<file path="config.mk">
export PLATFORM = sky130hd
export DESIGN_NAME = fp_mult_scheduler_flat
export DESIGN_NICKNAME = d
export VERILOG_FILES = /design/src/rtl/fp_mult_scheduler_pkg.sv /design/src/rtl/fp_mult_scheduler_if.sv /design/src/rtl/fp_mult_scheduler_rr_arbiter.sv /design/src/rtl/fp_mult_scheduler.sv /design/src/flat_wrapper.sv
export SDC_FILE = /design/constraint.sdc
export NUM_CORES = 1
export LEC_CHECK = 0
export ABC_CLOCK_PERIOD_IN_PS = 5800
export CORE_AREA = 4 4 155 157
export DETAILED_ROUTE_END_ITERATION = 10
export DIE_AREA = 0 0 159 161
export PLACE_DENSITY_LB_ADDON = 0.2
export SLEW_MARGIN = 20
export SYNTH_ARGS = -nofsm -noshare
export SYNTH_HDL_FRONTEND = slang
export SYNTH_SLANG_ARGS = --single-unit
</file>
<file path="constraint.sdc">
create_clock -name clk -period 5.8 [get_ports clk]
set_clock_uncertainty 0.1 [all_clocks]
set_input_delay 1.16 -clock clk [delete_from_list [all_inputs] [get_ports clk]]
set_output_delay 1.16 -clock clk [all_outputs]
set_load 0.02 [all_outputs]
</file>
<file path="src/rtl/fp_mult_scheduler_pkg.sv">
`default_nettype none
// ============================================================================
// Module   : fp_mult_pkg
// Purpose  : Shared types and constants for the FP multiplier scheduler.
//            - FP_W     : IEEE-754 single-precision word width
//            - FP_QNAN  : quiet NaN returned when an operation times out
//            - state_t  : scheduler FSM states
//            - fp_is_zero(): true for +0.0 / -0.0 (exponent and mantissa 0)
// Revision : 1.0 - initial release
// ============================================================================
package fp_mult_pkg;

    localparam int               FP_W    = 32;
    localparam logic [FP_W-1:0]  FP_QNAN = 32'h7FC0_0000;

    typedef enum logic [1:0] {
        IDLE  = 2'd0,
        ISSUE = 2'd1,
        WAIT  = 2'd2,
        RESP  = 2'd3
    } state_t;

    // Sign bit is deliberately ignored: both signed zeros count as zero.
    function automatic logic fp_is_zero(input logic [FP_W-1:0] w);
        return (w[30:23] == 8'd0) && (w[22:0] == 23'd0);
    endfunction

endpackage : fp_mult_pkg
`default_nettype wire

</file>
<file path="src/rtl/fp_mult_scheduler_if.sv">
`default_nettype none
// ============================================================================
// Module   : fp_mult_scheduler_if
// Purpose  : Bundles the requester-side and multiplier-side signals of the
//            FP multiplier scheduler.
//   Requester side : req_valid/req_ready/req_a/req_b, rsp_valid/rsp_ready/
//                    rsp_data/rsp_err
//   Multiplier side: mult_start/mult_a/mult_b, mult_product/mult_done
//   Status         : busy
//   Modports       : slave  - the scheduler
//                    master - the environment (requesters + multiplier)
// Revision : 1.0 - initial release
// ============================================================================
interface fp_mult_scheduler_if #(
    parameter int N_REQ = 4
);
    import fp_mult_pkg::*;

    logic [N_REQ-1:0]       req_valid;
    logic [N_REQ-1:0]       req_ready;
    logic [FP_W*N_REQ-1:0]  req_a;
    logic [FP_W*N_REQ-1:0]  req_b;
    logic [N_REQ-1:0]       rsp_valid;
    logic [N_REQ-1:0]       rsp_ready;
    logic [FP_W-1:0]        rsp_data;
    logic                   rsp_err;
    logic                   mult_start;
    logic [FP_W-1:0]        mult_a;
    logic [FP_W-1:0]        mult_b;
    logic [FP_W-1:0]        mult_product;
    logic                   mult_done;
    logic                   busy;

    modport slave (
        input  req_valid, req_a, req_b, rsp_ready, mult_product, mult_done,
        output req_ready, rsp_valid, rsp_data, rsp_err,
               mult_start, mult_a, mult_b, busy
    );

    modport master (
        output req_valid, req_a, req_b, rsp_ready, mult_product, mult_done,
        input  req_ready, rsp_valid, rsp_data, rsp_err,
               mult_start, mult_a, mult_b, busy
    );

endinterface : fp_mult_scheduler_if
`default_nettype wire

</file>
<file path="src/rtl/fp_mult_scheduler_rr_arbiter.sv">
`default_nettype none
// ============================================================================
// Module   : rr_arbiter
// Purpose  : Combinational round-robin arbiter. Searches i_req starting at
//            i_rr_ptr and wrapping; the first set bit wins.
//   i_req        : request vector
//   i_rr_ptr     : index with highest priority this cycle
//   i_en         : grant enable (no grant when low)
//   o_grant      : one-hot grant
//   o_grant_idx  : index of the granted requester
//   o_grant_vld  : a grant is being issued
// Revision : 1.0 - initial release
// ============================================================================
module rr_arbiter #(
    parameter  int N  = 4,
    localparam int IW = (N > 1) ? $clog2(N) : 1
) (
    input  wire logic [N-1:0]  i_req,
    input  wire logic [IW-1:0] i_rr_ptr,
    input  wire logic          i_en,
    output logic [N-1:0]       o_grant,
    output logic [IW-1:0]      o_grant_idx,
    output logic               o_grant_vld
);

    logic          w_hit;
    logic [IW-1:0] w_idx;

    // Index of the k-th candidate counted from the pointer, modulo N.
    function automatic logic [IW-1:0] wrap_idx(input logic [IW-1:0] p, input int k);
        int s;
        s = int'(p) + k;
        if (s >= N) s = s - N;
        return IW'(s);
    endfunction

    // Walk from the lowest priority candidate to the highest so the last
    // hit (the one closest to the pointer) overwrites earlier ones.
    always_comb begin
        w_hit = 1'b0;
        w_idx = '0;
        for (int k = N - 1; k >= 0; k--) begin
            if (i_req[wrap_idx(i_rr_ptr, k)]) begin
                w_hit = 1'b1;
                w_idx = wrap_idx(i_rr_ptr, k);
            end
        end
    end

    always_comb begin
        o_grant          = '0;
        o_grant[w_idx]   = i_en & w_hit;
        o_grant_idx      = w_idx;
        o_grant_vld      = i_en & w_hit;
    end

endmodule : rr_arbiter
`default_nettype wire

</file>
<file path="src/rtl/fp_mult_scheduler.sv">
`default_nettype none
// ============================================================================
// Module   : fp_mult_scheduler
// Purpose  : Shares one single-precision multiplier between N_REQ requesters.
//            Round-robin accept in IDLE, one-cycle start pulse in ISSUE,
//            wait for done (with watchdog) in WAIT, return the result to the
//            owner in RESP. Zero operands get a signed-zero result because
//            the multiplier leaves its product untouched for them.
//   clk      : rising-edge clock
//   reset_n  : asynchronous active-low reset
//   bus      : scheduler side (slave) of fp_mult_scheduler_if
// Parameters: N_REQ   - number of requesters (2..8)
//             TIMEOUT - WAIT cycles before the op is abandoned (>= 4)
// Revision : 1.0 - initial release
// ============================================================================
module fp_mult_scheduler
    import fp_mult_pkg::*;
#(
    parameter int N_REQ   = 4,
    parameter int TIMEOUT = 64
) (
    input  wire logic            clk,
    input  wire logic            reset_n,
    fp_mult_scheduler_if.slave   bus
);

    localparam int              IW          = $clog2(N_REQ);
    localparam int              CW          = $clog2(TIMEOUT);
    localparam logic [IW-1:0]   c_PTR_LAST  = IW'(N_REQ - 1);
    localparam logic [CW-1:0]   c_TMO_LAST  = CW'(TIMEOUT - 1);

    state_t             r_state;
    state_t             w_next;
    logic [IW-1:0]      r_rr_ptr;
    logic [IW-1:0]      r_owner;
    logic [FP_W-1:0]    r_op_a;
    logic [FP_W-1:0]    r_op_b;
    logic               r_zero_op;
    logic               r_sign;
    logic [CW-1:0]      r_wdog;
    logic [FP_W-1:0]    r_rsp_data;
    logic               r_rsp_err;

    logic [N_REQ-1:0]   w_grant;
    logic [IW-1:0]      w_grant_idx;
    logic               w_grant_vld;
    logic               w_arb_en;
    logic               w_accept;
    logic               w_done_hit;
    logic               w_timeout;
    logic [FP_W-1:0]    w_sel_a;
    logic [FP_W-1:0]    w_sel_b;
    logic [N_REQ-1:0]   w_rsp_valid;

    // ------------------------------------------------------------------
    // Arbitration: only in IDLE, and never while reset is asserted so
    // req_ready reads 0 during reset regardless of req_valid.
    // ------------------------------------------------------------------
    assign w_arb_en = (r_state == IDLE) && reset_n;

    rr_arbiter #(
        .N (N_REQ)
    ) u_arb (
        .i_req       (bus.req_valid),
        .i_rr_ptr    (r_rr_ptr),
        .i_en        (w_arb_en),
        .o_grant     (w_grant),
        .o_grant_idx (w_grant_idx),
        .o_grant_vld (w_grant_vld)
    );

    assign w_sel_a = bus.req_a[int'(w_grant_idx) * FP_W +: FP_W];
    assign w_sel_b = bus.req_b[int'(w_grant_idx) * FP_W +: FP_W];

    // ------------------------------------------------------------------
    // FSM state register
    // ------------------------------------------------------------------
    always_ff @(posedge clk or negedge reset_n) begin
        if (!reset_n) begin
            r_state <= IDLE;
        end else begin
            r_state <= w_next;
        end
    end

    // ------------------------------------------------------------------
    // FSM next state and transition strobes
    // ------------------------------------------------------------------
    always_comb begin
        w_next     = r_state;
        w_accept   = 1'b0;
        w_done_hit = 1'b0;
        w_timeout  = 1'b0;
        case (r_state)
            IDLE: begin
                // The winner is always valid, so a grant is a handshake.
                if (w_grant_vld) begin
                    w_accept = 1'b1;
                    w_next   = ISSUE;
                end
            end
            ISSUE: begin
                w_next = WAIT;
            end
            WAIT: begin
                // done wins over the watchdog when both land together.
                if (bus.mult_done) begin
                    w_done_hit = 1'b1;
                    w_next     = RESP;
                end else if (r_wdog == c_TMO_LAST) begin
                    w_timeout  = 1'b1;
                    w_next     = RESP;
                end
            end
            RESP: begin
                if (bus.rsp_ready[r_owner]) begin
                    w_next = IDLE;
                end
            end
            default: begin
                w_next = IDLE;
            end
        endcase
    end

    // ------------------------------------------------------------------
    // Datapath registers
    // ------------------------------------------------------------------
    always_ff @(posedge clk or negedge reset_n) begin
        if (!reset_n) begin
            r_rr_ptr   <= '0;
            r_owner    <= '0;
            r_op_a     <= '0;
            r_op_b     <= '0;
            r_zero_op  <= 1'b0;
            r_sign     <= 1'b0;
            r_wdog     <= '0;
            r_rsp_data <= '0;
            r_rsp_err  <= 1'b0;
        end else begin
            if (w_accept) begin
                r_op_a    <= w_sel_a;
                r_op_b    <= w_sel_b;
                r_owner   <= w_grant_idx;
                // Winner drops to lowest priority for the next round.
                r_rr_ptr  <= (w_grant_idx == c_PTR_LAST) ? '0 : w_grant_idx + 1'b1;
                r_zero_op <= fp_is_zero(w_sel_a) || fp_is_zero(w_sel_b);
                r_sign    <= w_sel_a[FP_W-1] ^ w_sel_b[FP_W-1];
            end

            if (r_state == ISSUE) begin
                r_wdog <= '0;
            end else if (r_state == WAIT) begin
                r_wdog <= r_wdog + 1'b1;
            end

            if (w_done_hit) begin
                r_rsp_data <= r_zero_op ? {r_sign, {(FP_W-1){1'b0}}} : bus.mult_product;
                r_rsp_err  <= 1'b0;
            end else if (w_timeout) begin
                r_rsp_data <= FP_QNAN;
                r_rsp_err  <= 1'b1;
            end
        end
    end

    // ------------------------------------------------------------------
    // Outputs
    // ------------------------------------------------------------------
    always_comb begin
        w_rsp_valid = '0;
        if (r_state == RESP) begin
            w_rsp_valid[r_owner] = 1'b1;
        end
    end

    assign bus.req_ready  = w_grant;
    assign bus.rsp_valid  = w_rsp_valid;
    assign bus.rsp_data   = r_rsp_data;
    assign bus.rsp_err    = r_rsp_err;
    assign bus.mult_start = (r_state == ISSUE);
    assign bus.mult_a     = r_op_a;
    assign bus.mult_b     = r_op_b;
    assign bus.busy       = (r_state != IDLE);

endmodule : fp_mult_scheduler
`default_nettype wire

</file>
<file path="src/flat_wrapper.sv">
// flat-port wrapper written by rule: the top's interface ports become plain ports
module fp_mult_scheduler_flat import fp_mult_pkg::*;
#(
    parameter int N_REQ   = 4,
    parameter int TIMEOUT = 64
)
  (clk, reset_n, bus_req_valid, bus_req_a, bus_req_b, bus_rsp_ready, bus_mult_product, bus_mult_done, bus_req_ready, bus_rsp_valid, bus_rsp_data, bus_rsp_err, bus_mult_start, bus_mult_a, bus_mult_b, bus_busy);
  fp_mult_scheduler_if #(.N_REQ(N_REQ)) bus_i ();
  input  wire logic clk;
  input  wire logic reset_n;
  input wire logic [$bits(bus_i.req_valid)-1:0] bus_req_valid;
  input wire logic [$bits(bus_i.req_a)-1:0] bus_req_a;
  input wire logic [$bits(bus_i.req_b)-1:0] bus_req_b;
  input wire logic [$bits(bus_i.rsp_ready)-1:0] bus_rsp_ready;
  input wire logic [$bits(bus_i.mult_product)-1:0] bus_mult_product;
  input wire logic [$bits(bus_i.mult_done)-1:0] bus_mult_done;
  output wire logic [$bits(bus_i.req_ready)-1:0] bus_req_ready;
  output wire logic [$bits(bus_i.rsp_valid)-1:0] bus_rsp_valid;
  output wire logic [$bits(bus_i.rsp_data)-1:0] bus_rsp_data;
  output wire logic [$bits(bus_i.rsp_err)-1:0] bus_rsp_err;
  output wire logic [$bits(bus_i.mult_start)-1:0] bus_mult_start;
  output wire logic [$bits(bus_i.mult_a)-1:0] bus_mult_a;
  output wire logic [$bits(bus_i.mult_b)-1:0] bus_mult_b;
  output wire logic [$bits(bus_i.busy)-1:0] bus_busy;
  assign bus_i.req_valid = bus_req_valid;
  assign bus_i.req_a = bus_req_a;
  assign bus_i.req_b = bus_req_b;
  assign bus_i.rsp_ready = bus_rsp_ready;
  assign bus_i.mult_product = bus_mult_product;
  assign bus_i.mult_done = bus_mult_done;
  assign bus_req_ready = bus_i.req_ready;
  assign bus_rsp_valid = bus_i.rsp_valid;
  assign bus_rsp_data = bus_i.rsp_data;
  assign bus_rsp_err = bus_i.rsp_err;
  assign bus_mult_start = bus_i.mult_start;
  assign bus_mult_a = bus_i.mult_a;
  assign bus_mult_b = bus_i.mult_b;
  assign bus_busy = bus_i.busy;
  fp_mult_scheduler #(.N_REQ(N_REQ), .TIMEOUT(TIMEOUT)) u_core (.clk(clk), .reset_n(reset_n), .bus(bus_i));
endmodule
</file>
==> metrics.md, run 1 <==
| Metric | Value |
|---|---|
| Total half-perimeter wirelength after legalization and detailed placement | `24800 microns` |
| Endpoints failing setup | `0` |
| DRC violation total after the first TritonRoute iteration | `501` |
| Sink count of the clock tree | `111` |
| Total CTS buffers | `9` |
| Compound-cell area share of the yosys netlist | `30.5%` |
| Combinational family with the most area after synthesis | `compound AO/OA/AOI/OAI gates` |
| Ratio of final minimum period to clock period | `88.5%` |
| Leading post-synthesis cells by cell area | `sky130_fd_sc_hd__dfrtp_1 41%, sky130_fd_sc_hd__a211oi_1 13%, sky130_fd_sc_hd__and3_1 11%` |
| Mean area per synthesized cell | `9.15 sq um` |
| Clock tree from TritonCTS | `built` |
| Syn Inst Count | `744` |
| Cts-stage hold buffer count | `0` |
| Global-route wire length before repair | `roughly 48000 microns` |
| Final standard cell count with taps included and fillers excluded | `1393` |
| Post-synth net total | `1053` |
| Total number of placement rows | `55` |
| Fraction of synthesis flops using an asynchronous set or reset pin | `100%` |
| Clk slew on worst S/H paths | `approximately 0.08 ns` |
| Capture instance of the worst register-to-register path | `u_core.r_zero_op$_DFFE_PN0P_` |
| Layout cells sized above 1 | `5.06%` |
| Top-Level Pins | `406` |
| Maximum clock insertion buffer count | `2` |
| Total of flip-flops plus latches after synthesis | `111` |
| CP Capture Type | `output port` |
| Cell count after placement | `1376` |
| Sum of internal, switching and leakage power | `between 4 and 5 mW` |
| Worst-path maximum fanout | `between 40 and 50` |
| Slew of the pin with the lowest slew margin | `0.979 ns` |
| Initial Utilization | `30.3%` |
| Residual DRC count | `0` |
| DRT Pass-1 Iters | `5` |
| Max transition margin | `34.7%` |
| Synth Flop Type | `sky130_fd_sc_hd__dfrtp_1` |
| Post-synthesis instance area | `6810 sq um` |
| Global route overflow | `0` |
| Sum of negative setup slack | `0 ns` |
| Hold Fails Final Rpt | `0` |
| Post-synthesis cell type count | `41` |
| Worst Setup Slack post-DPL | `around 0.66 ns` |
| Avg Vias per Cell | `5.45` |
| Vias in the first global route | `7820` |
| WL per Instance | `approximately 23 microns` |
| Number of antenna violations at the first check in global routing | `3` |
| Nets | `1411` |
| CTS H-tree lvls | `3` |
| # Post-CTS Setup Buffers | `0` |
| Number of synthesis warnings | `0` |
| Synthesized-area fraction occupied by adder cells | `1.84%` |
| CP Launch Type | `input pin` |
| GP Congestion | `0.922` |
| Final core occ | `50.5%` |
| Final Worst Setup Slack | `0.665 ns` |
| Static Leak | `4.80 nW` |
| Req. time, crit path | `around 4.5 ns` |
| Post-route minimum period | `5.14 ns` |
| Setup Crit Path Kind | `input pin to output port` |
| Width of the die | `159 microns` |
| Core Area | `22500 sq um` |
| Vias after detailed routing | `7591` |
| Antenna viol nets, final | `0` |
| Synth cell count leaders | `123 x sky130_fd_sc_hd__and3_1, 116 x sky130_fd_sc_hd__a211oi_1, 111 x sky130_fd_sc_hd__dfrtp_1` |
| Data arrival time of the critical path | `between 3 and 4 ns` |
| Worst reg-to-reg path cell count | `12` |
| Root Driver | `sky130_fd_sc_hd__clkbuf_16` |
| Share of the synthesized area in the top cell type | `around 41%` |
| Total of buffers placed on input and output ports | `405` |
| RSZ-0062 raised after global routing | `no` |
| Most repeated cell in the gate-level netlist after synthesis | `sky130_fd_sc_hd__and3_1` |
| Post-cts sizing count | `0` |
| Worst flop-to-flop path startpoint | `u_core.r_rr_ptr[0]$_DFFE_PN0P_` |
| Post-Synth Simple-Gate Area | `20.0%` |
| Top cell type by total area after synthesis | `sky130_fd_sc_hd__dfrtp_1` |
| Fmax | `about 0.19 GHz` |
| Power Density | `about 440 nW/um^2` |
| Worst min-delay path class | `register to register` |
| Maximum number of pins on one net before global-route repair | `72` |
| Largest voltage drop on the vdd net | `138 uV` |
| Worst reg-to-reg setup slack | `1.82 ns` |
| Max-Cap Viols | `0` |
| Total Wirelength | `32000 microns` |
| Clock insertion delay at the later pin of the skew report | `0.35 ns` |
| Total die area | `25600 sq um` |
| Area growth from synthesis to layout | `66.9%` |
| Worst Setup SP | `bus_req_valid[1]` |
| Die Height | `161 microns` |
| Count of flip-flops with a built-in enable after synthesis | `0` |
| GR Util All Layers | `23.9%` |
| Sequential fraction of the synthesis area | `approximately 41%` |
| Critical Path End | `bus_req_ready[0]` |
| Synthesized-area fraction occupied by xor and xnor cells | `0.386%` |
| Run status | `finished, final reports clean` |
| Pins Over Slew Limit | `0` |
| Share of cell area taken by muxes after synthesis | `0.790%` |
[critical path, stage by stage]
cell and delay (ns):
sky130_fd_sc_hd__clkdlybuf4s50_1 0.45, sky130_fd_sc_hd__nand2b_1 0.21, sky130_fd_sc_hd__a21oi_1 0.26, sky130_fd_sc_hd__a211oi_4 0.08, sky130_fd_sc_hd__inv_2 0.70, sky130_fd_sc_hd__ha_1 0.26
sky130_fd_sc_hd__and2_1 0.12, sky130_fd_sc_hd__clkdlybuf4s50_1 0.62
[through the flow]
step,cell area (sq um),hold WS (ns)
floorplan,6810,0.350
global placement,11100,0.359
detailed placement,11100,0.367
CTS,11400,0.387
global route,11400,0.404
finish,11400,0.380
[worst min-delay path by stage]
stage,depth (start not counted),slack (ns),start,endpoint
after global routing,2,0.40,u_core.bus.mult_a[6]$_DFFE_PN0P_,u_core.bus.mult_a[6]$_DFFE_PN0P_
after CTS,2,0.39,u_core.bus.mult_b[4]$_DFFE_PN0P_,u_core.bus.mult_b[4]$_DFFE_PN0P_
after detailed placement,2,0.37,u_core.bus.mult_b[19]$_DFFE_PN0P_,u_core.bus.mult_b[19]$_DFFE_PN0P_
after global placement,2,0.36,u_core.bus.mult_a[9]$_DFFE_PN0P_,u_core.bus.mult_a[9]$_DFFE_PN0P_
after floorplan,2,0.35,u_core.r_sign$_DFFE_PN0P_,u_core.r_sign$_DFFE_PN0P_
final,2,0.38,u_core.bus.mult_b[29]$_DFFE_PN0P_,u_core.bus.mult_b[29]$_DFFE_PN0P_
[cell families (layout without fill, tap and decap cells)]
logic type               Yosys count  count (layout)
multiplexers                       4               4
XOR/XNOR                           3               3
buffers and inverters             89             452
adder cells (fa/ha/maj)           10              10
AND/OR/NAND/NOR                  254             254
flip-flops                       111             111
AO/OA/AOI/OAI                    273             273
other                              0               1
[state kept, by name, indices dropped and copies added (netlist names)]
name,flops
u_core.r_rr_ptr,2
u_core.bus.mult_a,32
u_core.bus.rsp_data,32
u_core.r_sign,1
u_core.r_zero_op,1
u_core.r_owner,2
u_core.r_state,2
u_core.bus.mult_b,32
u_core.r_wdog,6
u_core.bus.rsp_err,1
[report_power, final]
| part | total [mW] | internal (mW) | switching [mW] | leakage [nW] |
|---|---|---|---|---|
| combinational | 3.00 | 1.31 | 1.70 | 3.25 |
| sequential | 1.33 | 1.11 | 0.217 | 1.40 |
| clock | 0.642 | 0.308 | 0.334 | 0.148 |
[routing by layer]
layer | wire length [microns] | share of wire (%) | GRT usage (%)
met1 | 12200 | 38 | 27.1
met2 | 16900 | 53 | 44.7
met3 | 2360 | 7.4 | 6.46
met4 | 490 | 1.5 | 6.00
met5 | 27 | 0.084 | 0
[placed cells by master, fill, tap and decap left out, drive strengths merged]
master,synthesis,final
xnor2,2,2
nand2,90,90
nand4,1,1
or2,1,1
a31o,3,3
clkdlybuf4s50,0,404
nand2b,4,4
nand3b,2,2
ha,10,10
o31ai,60,60
a22o,22,22
mux4,1,1
mux2,1,1
clkbuf,61,9
nor2,6,6
xor2,1,1
diode,0,1
o221ai,2,2
or4,8,8
inv,12,15
nand3,6,6
dfrtp,111,111
nor3b,3,3
a211oi,123,123
o21ai,10,10
clkinv,0,4
a221o,9,9
o22ai,33,33
buf,16,20
a21oi,7,7
and3,123,123
mux2i,2,2
nor3,2,2
or4b,2,2
a21o,2,2
and2,6,6
a31oi,2,2
[layout make-up]
cell class / instances / area (sq um)
Fill cell: 2155 / 11100
Timing Repair Buffer: 424 / 4210
Multi-Input combinational cell: 544 / 3680
Sequential cell: 111 / 2780
Tap cell: 285 / 357
Clock buffer: 9 / 225
Clock inverter: 7 / 76.3
Inverter: 12 / 47.5
Antenna cell: 1 / 2.50
(Power assumes the default switching activity.)
==> inputs of run 2 (changes only) <==
--- a/config.mk
+++ b/config.mk
@@ -9,6 +9,7 @@
 export CORE_AREA = 4 4 155 157
 export DETAILED_ROUTE_END_ITERATION = 10
 export DIE_AREA = 0 0 159 161
+export GPL_TIMING_DRIVEN = 0
 export PLACE_DENSITY_LB_ADDON = 0.2
 export SLEW_MARGIN = 20
 export SYNTH_ARGS = -nofsm -noshare
==> constraint.sdc (replaced) <==
create_clock -name clk -period 5.8 [get_ports clk]
set_clock_uncertainty 0.1 [all_clocks]
set_input_delay 1.16 -clock clk [delete_from_list [all_inputs] [get_ports clk]]
set_output_delay 1.16 -clock clk [all_outputs]
set_load 0.01 [all_outputs]
==> metrics.md, run 2 (synthesis gave the netlist of run 1 again) <==
| Metric | Value |
|---|---|
| Layout cells sized above 1 | `4.37% (was 5.06%)` |
| Area of all placed cells without fillers | `11600 sq um (was 11400 sq um)` |
| Worst-path maximum fanout | `11 (was 44)` |
| Width of the die | `159 microns (unchanged)` |
| Total Wirelength | `35000 microns (was 32000 microns)` |
| Initial Utilization | `30.3% (unchanged)` |
| Static Leak | `4.85 nW (was 4.80 nW)` |
| DRC violation total after the first TritonRoute iteration | `594 (was 501)` |
| Total of buffers placed on input and output ports | `405 (unchanged)` |
| Cts-stage hold buffer count | `0 (unchanged)` |
| CTS H-tree lvls | `3 (unchanged)` |
| Endpoints failing setup | `0 (unchanged)` |
| Clk slew on worst S/H paths | `0.09 ns (was 0.08 ns)` |
| Run status | `finished, final reports clean (unchanged)` |
| Data arrival time of the critical path | `4.21 ns (was 3.88 ns)` |
| Power Density | `424 nW/um^2 (was 437 nW/um^2)` |
| Maximum number of pins on one net before global-route repair | `71 (was 72)` |
| Most common cell after layout, fill and taps aside | `sky130_fd_sc_hd__clkdlybuf4s50_1 (unchanged)` |
| Global-route wire length before repair | `51300 microns (was 47900 microns)` |
| Total die area | `25600 sq um (unchanged)` |
| Post-cts sizing count | `0 (unchanged)` |
| Worst min-delay path class | `register to register (unchanged)` |
| Residual DRC count | `0 (unchanged)` |
| Sink count of the clock tree | `111 (unchanged)` |
| Hold Fails Final Rpt | `0 (unchanged)` |
| Total number of placement rows | `55 (unchanged)` |
| # Post-CTS Setup Buffers | `0 (unchanged)` |
| CP Launch Type | `input pin (unchanged)` |
| Core Area | `22500 sq um (unchanged)` |
| Ratio of final minimum period to clock period | `94.4% (was 88.5%)` |
| Number of antenna violations at the first check in global routing | `7 (was 3)` |
| Vias in the first global route | `8108 (was 7820)` |
| Met3 Wirelength | `2650 microns (was 2360 microns)` |
| Global route overflow | `0 (unchanged)` |
| Vias after detailed routing | `7943 (was 7591)` |
| Total CTS buffers | `9 (unchanged)` |
| Most used cells in the layout excluding fill and tap cells | `404 x sky130_fd_sc_hd__clkdlybuf4s50_1, 123 x sky130_fd_sc_hd__and3_1, 116 x sky130_fd_sc_hd__a211oi_1 (unchanged)` |
| Setup Crit Path Kind | `input pin to output port (unchanged)` |
| Pins Over Slew Limit | `0 (unchanged)` |
| CP Capture Type | `output port (unchanged)` |
| Placed inst area | `11200 sq um (was 11100 sq um)` |
| Antenna viol nets, final | `0 (unchanged)` |
| Clock insertion delay at the later pin of the skew report | `0.35 ns (about the same)` |
| GP Congestion | `0.901 (was 0.922)` |
| Top-Level Pins | `406 (unchanged)` |
| Final Worst Setup Slack | `0.326 ns (was 0.665 ns)` |
| Wire length on met1 | `13900 microns (was 12200 microns)` |
| Avg Vias per Cell | `5.45 (about the same)` |
| Fmax | `0.183 GHz (was 0.195 GHz)` |
| DRT Pass-1 Iters | `5 (unchanged)` |
| RSZ-0062 raised after global routing | `no (unchanged)` |
| Req. time, crit path | `4.54 ns (about the same)` |
| Area growth from synthesis to layout | `69.7% (was 66.9%)` |
| GR Util All Layers | `26.1% (was 23.9%)` |
| Worst reg-to-reg setup slack | `1.90 ns (was 1.82 ns)` |
| Total half-perimeter wirelength after legalization and detailed placement | `28600 microns (was 24800 microns)` |
| Maximum clock insertion buffer count | `2 (unchanged)` |
| Max-Cap Viols | `0 (unchanged)` |
| WL per Instance | `24.0 microns (was 23.0 microns)` |
| Root Driver | `sky130_fd_sc_hd__clkbuf_16 (unchanged)` |
| Largest voltage drop on the vdd net | `172 uV (was 138 uV)` |
| Die Height | `161 microns (unchanged)` |
| Worst Setup Slack post-DPL | `0.0392 ns (was 0.661 ns)` |
| Routed length on met2 | `17300 microns (was 16900 microns)` |
| Top metal layer carrying routed signals | `met5 (unchanged)` |
| Post-route minimum period | `5.47 ns (was 5.14 ns)` |
| Max transition margin | `43.8% (was 34.7%)` |
| Slew of the pin with the lowest slew margin | `0.838 ns (was 0.979 ns)` |
| Nets | `1470 (was 1411)` |
| Clock tree from TritonCTS | `built (unchanged)` |
[run 2: cell count changes in the layout (fill, tap and decap cells not counted), sizes merged]
cell / previous run / this run
clkbuf: 9 / 70
diode: 1 / 6
buf: 20 / 18
[run 2: power breakdown]
part	switching, mW	internal [mW]	total (mW)
clock	0.326	0.302	0.628
combinational	1.62	1.34	2.95
sequential	0.211	1.11	1.32
[run 2: critical path, stage by stage]
cell,delay [ns]
sky130_fd_sc_hd__clkdlybuf4s50_1,0.51
sky130_fd_sc_hd__nand2b_1,0.20
sky130_fd_sc_hd__a21oi_1,0.12
sky130_fd_sc_hd__a211oi_4,0.40
sky130_fd_sc_hd__clkbuf_1,0.47
sky130_fd_sc_hd__clkbuf_2,0.46
sky130_fd_sc_hd__ha_1,0.21
sky130_fd_sc_hd__and2_1,0.11
sky130_fd_sc_hd__clkdlybuf4s50_1,0.56
[run 2: final timing paths]
| check | start | endpoint | depth (start not counted) |
|---|---|---|---|
| max | bus_req_valid[1] | bus_req_ready[3] | 9 |
| min in group asynchronous | reset_n | u_core.r_owner[1]$_DFFE_PN0P_ | 1 |
| max reg2reg | u_core.r_rr_ptr[1]$_DFFE_PN0P_ | u_core.r_zero_op$_DFFE_PN0P_ | 12 |
| max in group asynchronous | reset_n | u_core.bus.mult_b[0]$_DFFE_PN0P_ | 2 |
| min | u_core.bus.mult_b[18]$_DFFE_PN0P_ | u_core.bus.mult_b[18]$_DFFE_PN0P_ | 2 |
| min reg2reg | u_core.bus.mult_b[18]$_DFFE_PN0P_ | u_core.bus.mult_b[18]$_DFFE_PN0P_ | 2 |
[run 2: per-layer routing]
metal  up-vias  track usage, %
met5         -               0
met2       383            46.2
met4         2            9.66
li1       3728               -
met1      3772            31.2
met3        58            5.87
[run 2: layout make-up]
type | count | area [sq um]
multi-input combinational | 544 | 3650
buffer | 77 | 342
clock buffer | 9 | 225
timing repair buffer | 406 | 4080
clock inverter | 7 | 62.6
tap | 285 | 357
fill | 2190 | 10900
inverter | 12 | 45.0
sequential | 111 | 2780
antenna | 6 | 15.0
[run 2: stage by stage]
step | hold slack (ns) | instances | utilization [%] | setup TNS (ns) | total power [mW]
finish | 0.380 | 1457 | 51.4 | 0 | 4.90
global route | 0.403 | 1457 | 51.4 | 0 | 5.22
CTS | 0.383 | 1451 | 51.3 | 0 | 4.91
detailed placement | 0.365 | 1435 | 50.0 | 0 | 4.28
global placement | 0.359 | 1434 | 49.9 | -277.60 | 4.25
floorplan | 0.350 | 744 | - | 0 | 2.78
